## src/rtl/goto_rep_pkg.sv

```systemverilog
// Shared types and default constants for the goto-repetition stimulus generator
// and the checker bench that consumes its a/b/c handshake.
package goto_rep_pkg;

  typedef enum logic [2:0] {
    IDLE,
    FIRE_A,
    GAP,
    HIT,
    FIRE_C
  } goto_state_e;

  localparam int GOTO_N_HITS = 3;
  localparam int GOTO_GAP_W  = 4;

endpackage : goto_rep_pkg

```

## src/rtl/goto_rep_stim.sv

```systemverilog
// Stimulus generator for `a |-> b[->N] ##1 c`: one a, N b pulses spaced by a
// latched idle gap, then c (optionally suppressed for error injection).
module goto_rep_stim
  import goto_rep_pkg::*;
#(
  parameter int N_HITS = GOTO_N_HITS,
  parameter int GAP_W  = GOTO_GAP_W
) (
  input  logic             clk,
  input  logic             rst,
  input  logic             start,
  input  logic [GAP_W-1:0] gap,
  input  logic             err_inj,
  output logic             a,
  output logic             b,
  output logic             c,
  output logic             busy,
  output logic             done
);

  localparam int HIT_W = $clog2(N_HITS + 1);

  goto_state_e      state_q, state_d;
  logic [GAP_W-1:0] gap_q, gap_d;
  logic [GAP_W-1:0] cnt_q, cnt_d;
  logic [HIT_W-1:0] hit_q, hit_d;
  logic             err_q, err_d;
  logic             a_q, b_q, c_q, busy_q, done_q;

  // NOTE: every variable gets its hold value before the case so that no path
  // through the decode leaves one unassigned, which would infer a latch.
  always_comb begin
    state_d = state_q;
    gap_d   = gap_q;
    err_d   = err_q;
    cnt_d   = cnt_q;
    hit_d   = hit_q;
    unique case (state_q)
      IDLE: begin
        hit_d = '0;
        if (start) begin
          state_d = FIRE_A;
          gap_d   = gap;
          err_d   = err_inj;
        end
      end
      FIRE_A: begin
        cnt_d   = gap_q;
        state_d = (gap_q != '0) ? GAP : HIT;
      end
      GAP: begin
        cnt_d = cnt_q - 1'b1;
        if (cnt_q == GAP_W'(1)) state_d = HIT;
      end
      HIT: begin
        hit_d = hit_q + 1'b1;
        if (hit_q == HIT_W'(N_HITS - 1)) begin
          state_d = FIRE_C;
        end else if (gap_q != '0) begin
          state_d = GAP;
          cnt_d   = gap_q;
        end else begin
          state_d = HIT;
        end
      end
      FIRE_C:  state_d = IDLE;
      default: state_d = IDLE;
    endcase
  end

  // NOTE: registers are updated with non-blocking assignments so every flop
  // samples the pre-edge value of its neighbours, independent of block order.
  always_ff @(posedge clk or posedge rst) begin
    if (rst) begin
      state_q <= IDLE;
      gap_q   <= '0;
      err_q   <= 1'b0;
      cnt_q   <= '0;
      hit_q   <= '0;
    end else begin
      state_q <= state_d;
      gap_q   <= gap_d;
      err_q   <= err_d;
      cnt_q   <= cnt_d;
      hit_q   <= hit_d;
    end
  end

  // Outputs are the current state decoded one cycle late, so they leave flops.
  always_ff @(posedge clk or posedge rst) begin
    if (rst) begin
      a_q    <= 1'b0;
      b_q    <= 1'b0;
      c_q    <= 1'b0;
      busy_q <= 1'b0;
      done_q <= 1'b0;
    end else begin
      a_q    <= (state_q == FIRE_A);
      b_q    <= (state_q == HIT);
      c_q    <= (state_q == FIRE_C) && !err_q;
      busy_q <= (state_q != IDLE);
      done_q <= (state_q == FIRE_C);
    end
  end

  assign a    = a_q;
  assign b    = b_q;
  assign c    = c_q;
  assign busy = busy_q;
  assign done = done_q;

endmodule : goto_rep_stim

```

## config.mk

```make
export PLATFORM = sky130hd
export DESIGN_NAME = goto_rep_stim
export DESIGN_NICKNAME = d
export VERILOG_FILES = /design/src/rtl/goto_rep_pkg.sv /design/src/rtl/goto_rep_stim.sv
export SDC_FILE = /design/constraint.sdc
export NUM_CORES = 1
export LEC_CHECK = 0
export BUFFER_PORTS_ARGS = -buffer_cell sky130_fd_sc_hd__clkbuf_2
export CAP_MARGIN = 20
export CELL_PAD_IN_SITES_DETAIL_PLACEMENT = 1
export CELL_PAD_IN_SITES_GLOBAL_PLACEMENT = 2
export CORE_AREA = 5 5 49 68
export DETAILED_ROUTE_END_ITERATION = 10
export DIE_AREA = 0 0 54 73
export GPL_TIMING_DRIVEN = 0
export PLACE_DENSITY = 0.84
export RECOVER_POWER = 100
export SYNTH_ARGS = -nofsm -noshare
export SYNTH_HDL_FRONTEND = slang
export SYNTH_SLANG_ARGS = --single-unit
export TNS_END_PERCENT = 1
```

## constraint.sdc

```tcl
create_clock -name clk -period 2 [get_ports clk]
set_input_delay 0.2 -clock clk [delete_from_list [all_inputs] [get_ports clk]]
set_output_delay 0.2 -clock clk [all_outputs]
set_load 0.005 [all_outputs]
```

==> run_results.csv <==
group,metric,value,unit
outcome,outcome,"finished clean",
power_and_ir_drop,ir_drop,396.2,uV
run,drv_cap,0,
drt,dr.first_iter.drc_count,10,
grt,gr-max-usage-layer,"met2",
grt,grt_pass1_wl,3.132,mm
logic_synthesis,synthCells,79,
placed_design,hpwl,1.356,mm
grt,track_usage,10.88,%
clock_tree,h-tree-depth,1,
timing,fmax,561.8,MHz
worst_setup_path,cpMaxStageDelayCell,"nor3_1",
timing,slew_headroom,50.53,%
logic_synthesis,synth.distinct_cells,26,
timing,fin_crit,1.780,ns
grt,globalRouteMet2Util,18.46,%
clock_tree,cts_hold_buf,0,
logic_synthesis,synth_nets,90,
timing,finalHoldViolCount,0,
timing,fin_skew,0.002295,ns
timing,rsz0062_at_grt,"false",
final_layout,area_growth,16.74,%
grt,grt_max_degree,20,
power_and_ir_drop,power_density,1493,mW/mm2
drt,dr.pass1.iters,2,
drt,wl_per_cell,13.33,um
drt,drc,0,
worst_setup_path,path_max_fanout,8,
logic_synthesis,yosys_warnings,0,
timing,tns,0,ns
die,core,0.002734,mm2
final_layout,drive_gt1_share,25.26,%
final_layout,fill_cells,336,
clock_tree,cts.clk_slew.worst_paths,0.07,ns
worst_setup_path,r2r_start,"state_q[2]",
final_layout,instances_no_fill,132,
worst_setup_path,rrSetupSlack,0.22,ns
drt,vias_per_cell,4.629,
logic_synthesis,syn_area,882.1,um2
grt,grt_pass1_vias,707,
clock_tree,clock_path_buffers,2,
worst_setup_path,reg2reg_to,"gap_q[0]",
logic_synthesis,synth_seq_cells,19,
final_layout,final_cell_mix,"dfrtp_1, clkbuf_2, nand2_1",
grt,grt-ovfl-total,0,
power_and_ir_drop,p_leak,0.4729,nW
timing,fin_crit_sh,89.00,%
worst_setup_path,r2r_cells,5,
clock_tree,cts_buffers,3,
timing,tightest_slew,0.7412,ns
worst_setup_path,cp-startpoint,"state_q[2]",
drt,drtAntennaViolNets,0,
final_layout,final_net_count,107,
logic_synthesis,avgSynthCellArea,11.17,um2
logic_synthesis,ys_seq_area_share,53.90,%
worst_setup_path,arrival,1.92,ns
clock_tree,post_cts_resized,0,
clock_tree,clock_latency,0.26,ns
die,ios,13,
grt,antenna_found_initial,0,
die,die_h,73,um
clock_tree,cts_setup_buffers,0,
die,start_util,32.27,%
placed_design,placed_cells,128,
timing,finalSetupViolations,0,
die,floorplan.rows,23,
placed_design,gp_congestion,0.6570,
worst_setup_path,crit_chain,"clkbuf_1, nor3_1, and2_1, buf_2, mux2_2",
worst_setup_path,endpoint_kind,"flip-flop",
worst_setup_path,crit_path_start_kind,"flip-flop",
clock_tree,cts_tree,"done",
die,die_w,54,um
timing,final_max_slew_viol_count,0,
grt,use_met1,12.23,%
worst_setup_path,critPathMaxStageDelay,0.41,ns
worst_setup_path,crit_required,2.14,ns
worst_setup_path,worstSetupPathType,"flip-flop to flip-flop",
placed_design,numPortBuffers,12,
final_layout,final_common_cell,"dfrtp_1",
drt,vias,611,
drt,wl,1.760,mm
clock_tree,root_buffer,"clkbuf_8",
grt,grt.met3_usage,1.840,%
min_path,hold_class,"primary input to asynchronous set/reset pin",
clock_tree,cts_sinks,19,
final_layout,insertedDiodeCount,0,
die,dieArea,0.003942,mm2
[critical path: cells and delay by family (launching register included)]
| kind | cells | cell delay, ns |
|---|---|---|
| and+or+nand+nor | 2 | 0.59 |
| buffers and inverters | 2 | 0.37 |
| DFF | 1 | 0.36 |
| muxes | 1 | 0.35 |
[metal layers]
layer  vias to the layer above  part of all wire (%)
met5                         -                     0
met1                       299                    40
met4                         0                   2.6
met3                         5                   2.2
li1                        298                     -
met2                         9                    55
[state kept, by name, summed over array words and instances, names as in the netlist]
signal,cells
b,1
a,1
cnt_q,4
gap_q,4
c,1
done,1
hit_q,2
err_q,1
state_q,3
busy,1
[Yosys cell counts (all sizes together)]
| cell type | n | area share (%) |
|---|---|---|
| nand2 | 7 | 3.0 |
| and3 | 1 | 0.71 |
| a211oi | 1 | 0.85 |
| o211ai | 2 | 1.7 |
| a2111oi | 1 | 3.1 |
| buf | 3 | 2.4 |
| nand2b | 3 | 2.1 |
| inv | 6 | 2.6 |
| nor2 | 2 | 1.1 |
| a21oi | 4 | 2.3 |
| nand3 | 3 | 1.7 |
| dfrtp | 19 | 54 |
| mux2 | 5 | 6.4 |
| nor3b | 2 | 2.3 |
| nor4 | 1 | 0.71 |
| nor3 | 4 | 2.3 |
| and2b | 1 | 0.85 |
| nor2b | 1 | 0.71 |
| o21ai | 5 | 2.8 |
| and2 | 4 | 3.1 |
| ha | 3 | 4.3 |
| nor4bb | 1 | 1.1 |
[power by group]
part           switching [W]  total, W  internal [W]  leakage [nW]
combinational       0.000321  0.000615      0.000294         0.215
sequential          0.000110  0.000652      0.000542         0.232
clock               0.000131  0.000270      0.000139        0.0255
total               0.000562   0.00154      0.000974         0.473
[logic make-up after synthesis]
group                    after synthesis  synth area share (%)
AO/OA/AOI/OAI                         13                 10.78
multiplexers                           5                 6.383
adder cells (fa/ha/maj)                3                 4.256
AND/OR/NAND/NOR                       30                 19.72
buffers and inverters                  9                 4.964
flip-flops                            19                 53.90
[worst max-delay path by stage]
stage | slack (ns) | to | cells past startpoint
floorplan | 0.51 | err_q | 5
finish | 0.22 | gap_q[0] | 5
detailed placement | 0.28 | gap_q[0] | 5
CTS | 0.27 | gap_q[0] | 5
global placement | 0.33 | gap_q[1] | 5
global route | 0.10 | gap_q[3] | 5
[per-stage QoR]
step	setup slack (ns)	utilization (%)	power, W	area [um2]	hold slack (ns)
2_1_floorplan	0.5134	-	0.001127	882.1	0.1511
3_3_place_gp	0.3320	36.16	0.001257	988.4	0.3421
3_5_place_dp	0.2774	36.16	0.001294	988.4	0.3532
4_1_cts	0.2716	37.85	0.001578	1035	0.06232
5_1_grt	0.1036	37.67	0.001684	1030	0.1158
6_report	0.2200	37.67	0.001537	1030	0.04326
[layout make-up]
class,count,area (um2),area share [%]
repair buffers,12,56.30,5.468
inverters,6,22.52,2.187
well taps,37,46.29,4.496
clock buffers,3,41.29,4.010
clock inverters,1,5.005,0.4860
multi-input cells,51,362.8,35.24
plain buffers,3,20.02,1.944
flip-flops and latches,19,475.5,46.17
Power figures use the tool's default switching activity.
